--- config.mk ---
export PLATFORM = sky130hd
export DESIGN_NAME = apb_uart_completer
export DESIGN_NICKNAME = d
export VERILOG_FILES = /design/src/rtl/apb_uart_pkg.sv /design/src/rtl/apb_uart_txfifo.sv /design/src/rtl/apb_uart_completer.sv
export SDC_FILE = /design/constraint.sdc
export NUM_CORES = 1
export LEC_CHECK = 0
export CAP_MARGIN = 25
export CELL_PAD_IN_SITES_DETAIL_PLACEMENT = 1
export CELL_PAD_IN_SITES_GLOBAL_PLACEMENT = 1
export CORE_AREA = 2 2 124 151
export CTS_CLUSTER_SIZE = 40
export DETAILED_ROUTE_END_ITERATION = 10
export DIE_AREA = 0 0 126 153
export PLACE_DENSITY_LB_ADDON = 0.1
export SLEW_MARGIN = 40
export SYNTH_ARGS = -nofsm -noshare
export SYNTH_HDL_FRONTEND = slang
export SYNTH_HIERARCHICAL = 1
export SYNTH_SLANG_ARGS = --single-unit
export TNS_END_PERCENT = 5
--- constraint.sdc ---
create_clock -name PCLK -period 6.2 [get_ports PCLK]
set_input_delay 0.62 -clock PCLK [delete_from_list [all_inputs] [get_ports PCLK]]
set_output_delay 0.62 -clock PCLK [all_outputs]
set_load 0.02 [all_outputs]
--- src/rtl/apb_uart_pkg.sv ---
// Shared types for the APB UART completer: register word indices,
// transfer FSM states and the CTRL register layout.
package apb_uart_pkg;

  localparam logic [2:0] IDX_CTRL    = 3'd0;
  localparam logic [2:0] IDX_SCRATCH = 3'd1;
  localparam logic [2:0] IDX_STATUS  = 3'd2;
  localparam logic [2:0] IDX_TXDATA  = 3'd3;
  localparam logic [2:0] IDX_LEVEL   = 3'd4;

  typedef enum logic [1:0] {
    IDLE,
    SETUP,
    ACCESS
  } state_t;

  typedef struct packed {
    logic       ie;
    logic [3:0] wait_cnt;
  } ctrl_t;

  function automatic logic [31:0] strb_merge(
    input logic [31:0] old,
    input logic [31:0] nxt,
    input logic [3:0]  strb
  );
    logic [31:0] res;
    for (int i = 0; i < 4; i++) begin
      res[i*8 +: 8] = strb[i] ? nxt[i*8 +: 8] : old[i*8 +: 8];
    end
    return res;
  endfunction

endpackage

--- src/rtl/apb_uart_txfifo.sv ---
// Synchronous byte FIFO for the TX path; DEPTH must be a power of two.
// A push while full is accepted only when a pop happens in the same cycle.
module apb_uart_txfifo #(
  parameter int DEPTH = 4
) (
  input  logic                     clk,
  input  logic                     rst,
  input  logic                     push,
  input  logic [7:0]               din,
  input  logic                     pop,
  output logic [7:0]               dout,
  output logic                     full,
  output logic                     empty,
  output logic [$clog2(DEPTH):0]   level
);
  localparam int AW = $clog2(DEPTH);
  localparam logic [AW-1:0] PONE = 1;
  localparam logic [AW:0] LONE = 1;
  localparam logic [AW:0] LFULL = DEPTH;

  logic [7:0]    mem [DEPTH];
  logic [AW-1:0] wptr, rptr;
  logic          wr_en, rd_en;

  assign full  = level == LFULL;
  assign empty = level == '0;
  assign rd_en = pop && !empty;
  assign wr_en = push && (!full || rd_en);
  assign dout  = empty ? 8'h00 : mem[rptr];

  always_ff @(posedge clk) begin
    if (wr_en) mem[wptr] <= din;
  end

  always_ff @(posedge clk or posedge rst) begin
    if (rst) begin
      wptr  <= '0;
      rptr  <= '0;
      level <= '0;
    end else begin
      if (wr_en) wptr <= wptr + PONE;
      if (rd_en) rptr <= rptr + PONE;
      unique case ({wr_en, rd_en})
        2'b10:   level <= level + LONE;
        2'b01:   level <= level - LONE;
        default: ;
      endcase
    end
  end

endmodule

--- src/rtl/apb_uart_completer.sv ---
// APB completer with CTRL/SCRATCH/STATUS/TXDATA/LEVEL registers and a TX FIFO.
// Define APB_PSTRB_EN to add the PSTRB byte-lane write strobes.
module apb_uart_completer
  import apb_uart_pkg::*;
#(
  parameter int          FIFO_DEPTH  = 4,
  parameter int          RST_WAIT    = 0,
  parameter logic [31:0] SCRATCH_RST = 32'h0000_0000
) (
  input  logic        PCLK,
  input  logic        PRESET,
  input  logic [31:0] PADDR,
  input  logic        PSEL,
  input  logic        PENABLE,
  input  logic        PWRITE,
  input  logic [31:0] PWDATA,
`ifdef APB_PSTRB_EN
  input  logic [3:0]  PSTRB,
`endif
  output logic [31:0] PRDATA,
  output logic        PREADY,
  output logic        PSLVERR,
  output logic [7:0]  tx_data,
  output logic        tx_valid,
  input  logic        tx_ready,
  output logic        irq
);
  localparam int AW = $clog2(FIFO_DEPTH);
  localparam ctrl_t CTRL_RST = '{ie: 1'b0, wait_cnt: 4'(RST_WAIT)};

  state_t      state, state_nx;
  ctrl_t       ctrl_q;
  logic [31:0] addr_q, wdata_q, scratch_q;
  logic [31:0] rdata, lvl32, merged;
  logic [15:0] wr_cnt, rd_cnt;
  logic [3:0]  strb_q, cnt_q;
  logic [2:0]  idx;
  logic        write_q, load, active, step, done, err, commit;
  logic        bad_addr, hit_ctrl, hit_scr, hit_stat, hit_tx, hit_lvl;
  logic        push, pop, full, empty;
  logic [AW:0] level;

  assign load   = PSEL && !PENABLE;
  assign active = state != IDLE;
  assign step   = active && PSEL && PENABLE;
  assign done   = step && cnt_q == 4'd0;
  assign commit = done && !err;

  assign idx      = addr_q[4:2];
  assign bad_addr = (addr_q[31:5] != '0) || (addr_q[1:0] != 2'b00)
                 || (idx > IDX_LEVEL);
  assign hit_ctrl = !bad_addr && idx == IDX_CTRL;
  assign hit_scr  = !bad_addr && idx == IDX_SCRATCH;
  assign hit_stat = !bad_addr && idx == IDX_STATUS;
  assign hit_tx   = !bad_addr && idx == IDX_TXDATA;
  assign hit_lvl  = !bad_addr && idx == IDX_LEVEL;

  assign pop      = tx_valid && tx_ready;
  assign push     = commit && write_q && hit_tx;
  assign tx_valid = !empty;

  assign PREADY  = done;
  assign PSLVERR = done && err;
  assign PRDATA  = (done && !write_q && !err) ? rdata : '0;

  always_comb begin
    lvl32 = '0;
    lvl32[AW:0] = level;
  end

  always_comb begin
    merged = strb_merge(hit_ctrl ? {27'b0, ctrl_q} : scratch_q,
                        wdata_q, strb_q);
  end

  // A full FIFO still takes the push if the head leaves in the same cycle.
  always_comb begin
    rdata = '0;
    err   = 1'b0;
    unique case (1'b1)
      bad_addr: err = 1'b1;
      hit_ctrl: rdata = {27'b0, ctrl_q};
      hit_scr:  rdata = scratch_q;
      hit_stat: begin
        rdata = {rd_cnt, wr_cnt};
        err   = write_q;
      end
      hit_tx:   err = !write_q || (full && !pop) || !strb_q[0];
      hit_lvl:  begin
        rdata = lvl32;
        err   = write_q;
      end
      default:  err = 1'b1;
    endcase
  end

  always_comb begin
    state_nx = state;
    unique case (state)
      IDLE: if (load) state_nx = SETUP;
      SETUP, ACCESS: begin
        unique case (1'b1)
          !PSEL:   state_nx = IDLE;
          load:    state_nx = SETUP;
          done:    state_nx = IDLE;
          default: state_nx = ACCESS;
        endcase
      end
      default: state_nx = IDLE;
    endcase
  end

  always_ff @(posedge PCLK or posedge PRESET) begin
    if (PRESET) state <= IDLE;
    else        state <= state_nx;
  end

  always_ff @(posedge PCLK or posedge PRESET) begin
    if (PRESET) begin
      addr_q  <= '0;
      wdata_q <= '0;
      write_q <= 1'b0;
      cnt_q   <= '0;
    end else if (load) begin
      addr_q  <= PADDR;
      wdata_q <= PWDATA;
      write_q <= PWRITE;
      cnt_q   <= ctrl_q.wait_cnt;
    end else if (step && cnt_q != 4'd0) begin
      cnt_q <= cnt_q - 4'd1;
    end
  end

`ifdef APB_PSTRB_EN
  always_ff @(posedge PCLK or posedge PRESET) begin
    if (PRESET)    strb_q <= '0;
    else if (load) strb_q <= PSTRB;
  end
`else
  assign strb_q = 4'hF;
`endif

  always_ff @(posedge PCLK or posedge PRESET) begin
    if (PRESET) begin
      ctrl_q    <= CTRL_RST;
      scratch_q <= SCRATCH_RST;
      wr_cnt    <= '0;
      rd_cnt    <= '0;
      irq       <= 1'b0;
    end else begin
      irq <= ctrl_q.ie && empty;
      if (commit) begin
        if (write_q) wr_cnt <= wr_cnt + 16'd1;
        else         rd_cnt <= rd_cnt + 16'd1;
        if (write_q && hit_ctrl) ctrl_q <= ctrl_t'(merged[4:0]);
        if (write_q && hit_scr)  scratch_q <= merged;
      end
    end
  end

  apb_uart_txfifo #(
    .DEPTH(FIFO_DEPTH)
  ) u_txfifo (
    .clk   (PCLK),
    .rst   (PRESET),
    .push  (push),
    .din   (wdata_q[7:0]),
    .pop   (pop),
    .dout  (tx_data),
    .full  (full),
    .empty (empty),
    .level (level)
  );

endmodule

After elaboration in Yosys (flattened, before gate mapping) --
Memories as Yosys holds them, arrays and structs flattened. Cells that the tools add are included.
Word-level totals: flip-flop bits (word level) 148, RAM bits 32, input bits 70, output and inout port bits 44, logic and storage cells 99, memories 1
Cells by class: $add $sub $neg 7, magnitude comparators 1, eq/ne operators 10, mux-type cells 12, bitwise gates (word level) 1, reductions and logical operators 53
Memory list:
- u_txfifo.mem | words 4, bits a word 8, read ports 1, clocked after memory_dff 0, write ports 1, RTL line apb_uart_txfifo.sv:21 | logic [7:0] mem [DEPTH];
Operators with widths (number):
- 32-bit case mux with 4 select lines | 1
- 16-bit by 1-bit adder with 16-bit output, second input constant | 2
- 32-bit two-way mux | 1
- 27-bit nonzero test | 1
- 1-bit logical AND | 23
- 1-bit zero test | 8
- 4-bit two-way mux | 2
- 8-bit two-way mux | 1
- 2-bit case mux with 2 select lines | 2
- 2-bit AND reduction | 4
- 2-bit nonzero test | 4
- 2-bit OR reduction | 4
- 3-bit by 2-bit == test with 1-bit output, second input constant | 2
- 3-bit == test, second input constant | 2
- 3-bit zero test | 2
- 3-bit case mux with 2 select lines | 1
- 2-bit by 1-bit adder with 2-bit output, second input constant | 2
- 2-bit by 1-bit == test with 1-bit output, second input constant | 2
- 2-bit == test, second input constant | 2
- 4-bit zero test | 1
- 1-bit logical OR | 4
- 4-bit nonzero test | 1
- 4-bit by 1-bit subtractor with 4-bit output, second input constant | 1
- 3-bit by 1-bit adder with 3-bit output, second input constant | 1
- 9 further kinds | 10

Longest topological paths before layout --
Gate-level depths: netlist of the first run.
depth after elaboration 14, mapped depth 16

By module --
The synthesis of the first run kept the hierarchy.
By module, submodules not included:
- apb_uart_completer | times used 1, cells each 663, area each 6595.1 µm², seq. area each 3528.4 µm²
- apb_uart_txfifo | times used 1, cells each 91, area each 1649.1 µm², seq. area each 1136.1 µm²

Worst setup path after synthesis of the first run --
OpenSTA, ideal clock, no wires.
path kind register to register, start point register u_txfifo.level[0], end point register u_txfifo.level[2], library setup time 0.079 ns, arrival time 3.250 ns, data required time 6.121 ns, path slack 2.871 ns, stages on the path, launching flop included 17, cell sequence dfrtp_1 > or3_2 > clkbuf_1 > inv_1 > nor2b_1 > o211a_1 > o21ai_1 > clkbuf_1 > nor4_1 > o21a_4 > inv_1 > ha_1 > inv_1 > fa_1 > xor2_1 > nor2_1 > xor2_1
Between the ends: cells in the longest elaborated chain, start to end 14, elaborated cells on any way between the ends 22, classes of those cells add/sub (2); eq/ne (3); mux (2); reduce/logical (15)
Ends and longest elaborated chain:
- start, declared | RTL line apb_uart_txfifo.sv:14 | output logic [$clog2(DEPTH):0] level
- start signal, assigned | RTL line apb_uart_txfifo.sv:44 | 2'b10: level <= level + LONE;
- start signal, assigned | RTL line apb_uart_txfifo.sv:45 | 2'b01: level <= level - LONE;
- 3-bit zero test * | RTL line apb_uart_txfifo.sv:26 | assign empty = level == '0;
- via empty | RTL line apb_uart_completer.sv:40 | logic push, pop, full, empty;
- 1-bit zero test * | RTL line apb_uart_completer.sv:60 | assign tx_valid = !empty;
- 1-bit logical AND * | RTL line apb_uart_completer.sv:58 | assign pop = tx_valid && tx_ready;
- via pop | RTL line apb_uart_completer.sv:40
- 1-bit zero test * | RTL line apb_uart_completer.sv:88 | hit_tx: err = !write_q || (full && !pop) || !strb_q[0];
- 1-bit logical AND * | RTL line apb_uart_completer.sv:88
- 1-bit logical OR * | RTL line apb_uart_completer.sv:88
- 1-bit case mux with 3 select lines * | RTL line apb_uart_completer.sv:80 | unique case (1'b1)
- 1-bit zero test * | RTL line apb_uart_completer.sv:47 | assign commit = done && !err;
- 1-bit logical AND * | RTL line apb_uart_completer.sv:47
- 1-bit logical AND * (2 in series) | RTL line apb_uart_completer.sv:59 | assign push = commit && write_q && hit_tx;
- via push | RTL line apb_uart_completer.sv:40
- 1-bit logical AND * | RTL line apb_uart_txfifo.sv:28 | assign wr_en = push && (!full || rd_en);
- 2-bit by 1-bit == test with 1-bit output / 2-bit == test (equally long branches) | RTL line apb_uart_txfifo.sv:43 | unique case ({wr_en, rd_en})
- 3-bit case mux with 2 select lines / 2-bit nonzero test (equally long branches)
The timed path passes the listed nets; every way through them passes the cells marked *. A chain may end at the register's enable or synchronous reset.

Final worst setup path of the first run --
start point register addr_q[2], end point output port PRDATA[3]
Between the ends: cells in the longest elaborated chain, start to end 9, elaborated cells on any way between the ends 20, classes of those cells order compare (1); eq/ne (4); mux (3); reduce/logical (12)
Ends and longest elaborated chain:
- start, declared | RTL line apb_uart_completer.sv:33 | logic [31:0] addr_q, wdata_q, scratch_q;
- start signal, assigned | RTL line apb_uart_completer.sv:120 | addr_q <= '0;
- start signal, assigned | RTL line apb_uart_completer.sv:125 | addr_q <= PADDR;
- 3-bit > comparator | RTL line apb_uart_completer.sv:51 | || (idx > IDX_LEVEL);
- 1-bit logical OR | RTL line apb_uart_completer.sv:51
- 1-bit zero test
- 1-bit logical AND (on tied branches)
- 2-bit OR reduction (no source line)
- 1-bit case mux with 3 select lines | RTL line apb_uart_completer.sv:80
- 1-bit zero test | RTL line apb_uart_completer.sv:64 | assign PRDATA = (done && !write_q && !err) ? rdata : '0;
- 1-bit logical AND | RTL line apb_uart_completer.sv:64
- 32-bit two-way mux * | RTL line apb_uart_completer.sv:64
- end, declared | RTL line apb_uart_completer.sv:20 | output logic [31:0] PRDATA,
Every way passes the cells marked *; elsewhere a longest branch is shown, timed or not.

==> results.md, run 1 <==
* Clk_lat worst skew at 430 ps
* Die area at approximately 0.019 sq mm
* Worst-Margin Slew at 825 ps
* Pwr dens at a little over 300 mW/mm^2
* Final std cells w/o fill at 1091
* Area grow syn2layout at 23.6%
* Die Y at 153 microns
* Post-synth ARST share at between 80% and 90%
* Hold slack at 471 ps
* Routability congestion estimate at 0.812
* Drt first pass iters at 4
* Largest net degree at the start of global routing at 78
* DR vias at 5911
* Max Clock Skew at about 8.5 ps
* Predominant post-synthesis flop cell: dfrtp_1
* Avg WL per Cell at around 19 microns
* DR iter-0 viols at about 360
* Global-route wire length before repair at between 30 and 40 mm
* CTS Hold Buffers Added at 0
* Max Root-Sink Buffers at 2
* Hold Startpoint: rd_cnt[15]
* Synthesized flop and latch total at 180
* Crit Path Max Fanout at 31
* Maximum vdd drop at between 0.2 and 0.25 mV
* Global Route Usage Sum at around 22%
* Site row count at 54
* CTS tree: yes
* Max Fclk at 232 MHz
* Post-route DRC violation count at 0
* Fin. Hold Viols at 0
* Initial Util at 46.2%
* Crit Reg-Reg Startpoint: addr_q[2]
* Fin crit share at 69.6%
* Power Total at roughly 3.1 mW
* HP Class: reg -> reg
* Vias in the first global route at 6588
* Clk slew on worst S/H paths at 70 ps
* R2r worst-path depth at 10
* Die width at 126 microns
* Rel. slew slack at about 45%
* Worst setup path category: reg -> out
* Port bufs at 113
* ANT cells at 0
* Share of layout cells above drive strength 1 at approximately an eighth
* Clock Sink Count at between 150 and 200
* WL final at 20.3 mm
* R2r setup slk at around 2500 ps
* Yosys warns at 6
* Cell count after placement at 1059
* Fin crit period at 4320 ps
* # resized after CTS at 0
* Cells after Synth at 754
* Static Leakage at 4.64 nW
* Sequential share of the synthesized area at between 50% and 60%
* Antenna Nets Post-Route at 0
* Status: complete, no violations
* Reg2reg end: u_txfifo/level[1]
* CP required at 5580 ps
* Syn Nets at 836
* Clk root buf: clkbuf_16
* HPWL Detailed at around 14 mm
* Postcts setup bufs at 0
* Final setup vio count at 0
* Initial antenna violation count at 0
* I/O pin cnt at roughly 110
* Nets at between 900 and 1000
* Syn avg cell area at 10.9 sq um
* Total CTS buffers at 17
* Crit path DAT at 3700 ps
* Crit path from: addr_q[2]
* Synth unique cells at 53
* Startpoint types: register
* RSZ-0062 raised after global routing: no
* MaxCap Viol Count at 0
* Post-synth EDFFs at 32
* Critical Path Sink Type: primary output
* Fillcell total at 1919
* Mapped cell area at 0.00824 sq mm
* Core Region at 0.0178 sq mm
* Gr ovfl total at 0
* Slew Limit Fails at 0
* H-tree depth at 4
* Setup TNS at 0 ps
* Vias per std cell at 5.42
* Setup crit end: PRDATA[3]
worst min-delay path by stage:
stage	to	slack (ps)	cells after the start
after floorplan	u_txfifo/level[0]	420	1
after global placement	merged[10]	460	2
after detailed placement	rd_cnt[15]	460	1
after CTS	rd_cnt[15]	470	1
after global routing	rd_cnt[15]	500	1
final	rd_cnt[15]	470	1
area by class of cell:
type	instances	area, sq um	share of cell area (%)
Inverter	19	76.3	0.749
Multi-Input combinational cell	515	3330	32.7
Sequential cell	180	4660	45.8
Tap cell	224	280	2.75
Timing Repair Buffer	121	1230	12.1
Clock buffer	18	429	4.21
Clock inverter	14	178	1.74
per-layer routing:
layer / share of wire [%] / vias to the layer above / global-route usage, %
met1: 43 / 2998 / 28.2
li1: - / 2762 / -
met3: 4.2 / 24 / 3.85
met4: 1.9 / 0 / 7.12
met2: 51 / 127 / 38.5
met5: 0 / - / 0
logic make-up after synthesis:
group,share of synthesized area [%]
and+or+nand+nor,20.0
DFF,56.6
buffers and inverters,3.31
muxes,9.79
AOI/OAI and AO/OA,4.61
xor gates and xnor gates,3.82
adders and majority gates,1.91
layout by cell type (no fill, tap or decap), types with 4 or more instances in the layout:
master	instances
mux2_4	31
clkdlybuf4s50_1	113
mux4_2	8
xnor2_1	12
inv_1	17
nor2b_1	6
clkinv_4	4
buf_4	5
mux2_2	9
nand3_1	17
a21oi_1	6
xor2_1	24
clkbuf_16	17
a22oi_1	27
o21ai_0	10
ha_1	11
and2_1	11
nand4_1	14
nor2_1	43
nor3_1	12
edfxtp_1	32
nor4_1	20
and2_2	4
mux2i_1	6
nand2_1	209
dfrtp_1	148
synthesized netlist by cell type, types with 3 or more instances:
master | count | area [sq um]
a21oi_1 | 6 | 30.0
a22oi_1 | 27 | 203
and2_1 | 11 | 68.8
and2_2 | 4 | 30.0
and4_1 | 3 | 26.3
buf_1 | 6 | 22.5
buf_2 | 8 | 40.0
buf_6 | 5 | 56.3
clkbuf_1 | 20 | 75.1
dfrtp_1 | 148 | 3700
edfxtp_1 | 32 | 961
ha_1 | 11 | 138
inv_1 | 18 | 67.6
mux2_2 | 9 | 101
mux2_4 | 31 | 465
mux2i_1 | 6 | 60.1
mux4_2 | 8 | 180
nand2_1 | 209 | 785
nand2b_1 | 3 | 18.8
nand3_1 | 17 | 85.1
nand4_1 | 14 | 87.6
nor2_1 | 43 | 161
nor2b_1 | 9 | 56.3
nor3_1 | 12 | 60.1
nor4_1 | 20 | 125
o21ai_0 | 10 | 50.1
xnor2_1 | 12 | 105
xor2_1 | 24 | 210
report_power, final:
| group | internal (mW) | total [mW] | switching [mW] |
|---|---|---|---|
| registers | 1.29 | 1.40 | 0.110 |
| logic | 0.284 | 0.586 | 0.302 |
| clock network | 0.639 | 1.11 | 0.475 |
sequential cells by signal, summed over array words and instances (netlist names), 3 cells and up:
signal and cells:
wr_cnt 16, u_txfifo/mem 32, merged 32, rd_cnt 16, cnt_q 4, ctrl_q 5
u_txfifo/level 3, scratch_q 32, addr_q 32
critical path: stages (launching register included):
cell and delay [ps]:
dfrtp_1 590, o21ai_0 340, nand3_1 160, nor3_2 690
nand3_1 270, buf_4 340, nor3_1 230, clkdlybuf4s50_1 630
through the flow:
step	setup WS [ps]	cell area [sq um]	util [%]
6_report	1880	10200	57.1
5_1_grt	1690	10200	57.1
4_1_cts	1890	10200	57.1
3_5_place_dp	2090	9580	53.7
3_3_place_gp	2200	9520	53.4
2_1_floorplan	1800	8240	-
Note: power is estimated with default switching activity, not from simulation.
==> inputs of run 2 (changes only) <==
--- a/config.mk
+++ b/config.mk
@@ -8,10 +8,10 @@
 export CAP_MARGIN = 25
 export CELL_PAD_IN_SITES_DETAIL_PLACEMENT = 1
 export CELL_PAD_IN_SITES_GLOBAL_PLACEMENT = 1
-export CORE_AREA = 2 2 124 151
+export CORE_AREA = 2 2 130 157
 export CTS_CLUSTER_SIZE = 40
 export DETAILED_ROUTE_END_ITERATION = 10
-export DIE_AREA = 0 0 126 153
+export DIE_AREA = 0 0 132 159
 export PLACE_DENSITY_LB_ADDON = 0.1
 export SLEW_MARGIN = 40
 export SYNTH_ARGS = -nofsm -noshare
==> constraint.sdc (replaced) <==
create_clock -name PCLK -period 4.1 [get_ports PCLK]
set_input_delay 0.41 -clock PCLK [delete_from_list [all_inputs] [get_ports PCLK]]
set_output_delay 0.41 -clock PCLK [all_outputs]
set_load 0.02 [all_outputs]
==> results.md, run 2 (same netlist as run 1, synthesis figures left out) <==
* Max stage delay cell, worst path: or3_2
* Fin crit period at 3800 ps
* Buffers and inverters on the worst path at 3 (+1)
* Vias per std cell at 5.18 (-4.3%)
* Startpoint types: register
* Post-Route Utilization at 53.1% (-4.0 points)
* Worst setup path category: reg -> out
* Max Root-Sink Buffers at 2 (unchanged)
* Static Leakage at 4.68 nW (+1.0%)
* Final setup vio count at 0 (unchanged)
* Status: complete, no violations
* Clk_lat worst skew at 440 ps (about the same)
* Crit path DAT at 3390 ps (-310 ps)
* WL final at 20.5 mm (+1.2%)
* Max Clock Skew at 12.8 ps (+4.32 ps)
* Global-route wire length before repair at 34.5 mm (+1.2%)
* MaxCap Viol Count at 0 (unchanged)
* Clock Sink Count at 180 (unchanged)
* Cell count after placement at 1101 (+4.0%)
* Die area at 0.0210 sq mm (+8.9%)
* Fin crit share at between 90% and 100%
* Crit Path Max Fanout at 27 (-13%)
* Setup TNS at 0 ps (unchanged)
* Clk slew on worst S/H paths at 70 ps (about the same)
* Post-route DRC violation count at 0 (unchanged)
* ANT cells at 0 (unchanged)
* RSZ-0062 raised after global routing: no
* Global Route Usage Sum at 20.9% (-1.3 points)
* Gr ovfl total at 0 (unchanged)
* H-tree depth at 4 (unchanged)
* CTS tree: yes
* Core Region at 0.0194 sq mm (+8.8%)
* Site row count at 56 (+3.7%)
* Die Y at 159 microns (+3.9%)
* Largest net degree at the start of global routing at 84 (+7.7%)
* Die width at 132 microns (+4.8%)
* Slew Limit Fails at 0 (unchanged)
* Pwr dens at 464 mW/mm^2 (+52%)
* Routability congestion estimate at 0.799 (-1.6%)
* Drt first pass iters at 4 (unchanged)
* Antenna Nets Post-Route at 0 (unchanged)
* Port bufs at 113 (unchanged)
* Place WS at 516 ps (-1580 ps)
* Post-layout instance area at 0.0103 sq mm (+1.2%)
* Vias in the first global route at 6448 (-2.1%)
* Setup WS post-layout at 303 ps (-1580 ps)
* I/O pin cnt at 114 (unchanged)
* Clk root buf: clkbuf_16
* Fillcell total at 2096 (+9.2%)
* Critical Path Sink Type: primary output
* Placed inst area at 0.00965 sq mm (+0.72%)
* Initial antenna violation count at 0 (unchanged)
* Total CTS buffers at 17 (unchanged)
* HPWL Detailed at 14.2 mm (+3.1%)
* Share of layout cells above drive strength 1 at 12.8% (+0.73 points)
* Maximum vdd drop at 0.292 mV (+42%)
* Delay of the slowest cell on the worst path at 620 ps (-70 ps)
* Area grow syn2layout at 25.1%
* Commonest non-fill, non-tap cell in the layout: nand2_1
* HP Class: in -> async
* DR vias at 5873 (-0.64%)
* Worst-Margin Slew at 804 ps (-20.3 ps)
* Commonest cells after routing, fill and taps aside: 209 x nand2_1, 148 x dfrtp_1, 113 x clkdlybuf4s50_1
* Fin. Hold Viols at 0 (unchanged)
* Max Fclk at 263 MHz
* Initial Util at 42.5% (-3.7 points)
* Rel. slew slack at 46.1% (+1.4 points)
* CP delay by family, top: simple AND/OR/NAND/NOR gates
* CP required at 3690 ps (-1890 ps)
* Avg WL per Cell at 18.1 microns (-2.5%)
* Nets at 941 (+0.53%)
* Crit-path cells: or3_2 > inv_1 > nor2b_1 > o211a_1 > o21a_1 > nand3_2 > buf_6 > nor2_1 > clkdlybuf4s50_1
* Final std cells w/o fill at 1133 (+3.8%)
* DR iter-0 viols at 305 (-14%)
## run 2: final cells by class
cell class,count,area [sq um],area share (%)
inverters,19,75.1,0.728
clock buffers,19,453,4.39
repair buffers,126,1270,12.3
well taps,261,327,3.17
multi-input cells,515,3330,32.3
clock inverters,13,193,1.87
flip-flops and latches,180,4660,45.2
## run 2: layer usage
layer  global-route usage, %  vias to the layer above  wire, microns
met5                       0                        -              0
met2                    36.2                      113          10600
met4                    6.27                        0            315
met1                    26.1                     2962           8790
li1                        -                     2776              -
met3                    4.55                       22            820
## run 2: path summary, 6_finish.rpt
| kind | to | start | slack, ps | depth (start not counted) |
|---|---|---|---|---|
| worst max-delay path | PRDATA[9] | u_txfifo/level[0] | 300 | 9 |
| worst min-delay path | u_txfifo/rptr[0] | PRESET | 290 | 2 |
| worst max register to register | u_txfifo/level[2] | u_txfifo/level[0] | 840 | 14 |
| worst min register to register | wr_cnt[15] | wr_cnt[15] | 470 | 1 |
| max in group asynchronous | merged[18] | PRESET | 3150 | 3 |
| min in group PCLK | wr_cnt[15] | wr_cnt[15] | 470 | 1 |
## run 2: stage by stage
| stage | total power [mW] | hold WS, ps |
|---|---|---|
| finish | 4.78 | 289 |
| global route | 5.02 | 301 |
| CTS | 4.83 | 290 |
| detailed placement | 3.05 | 463 |
| global placement | 3.00 | 458 |
| floorplan | 2.68 | 213 |
## run 2: worst register-to-register path: stages, from the launching register on
cell	delay, ps
dfrtp_1	430
or3_2	620
inv_1	140
nor2b_1	120
o211a_1	260
o21ai_1	210
nor4_1	120
o21a_4	170
inv_1	60
ha_1	180
inv_1	60
fa_1	380
xor2_1	150
nor2_1	110
xor2_1	160
## run 2: timing repair
action	4_1_cts	5_1_grt
gates resized for setup	0	3
hold buffers	0	0
setup buffers	0	0
endpoints found under the setup margin	0	25
## run 2: where the power goes
group          switching [mW]  internal, mW  total [mW]
sequential              0.167          1.96        2.12
clock                   0.716          1.06        1.78
combinational           0.445         0.435       0.880
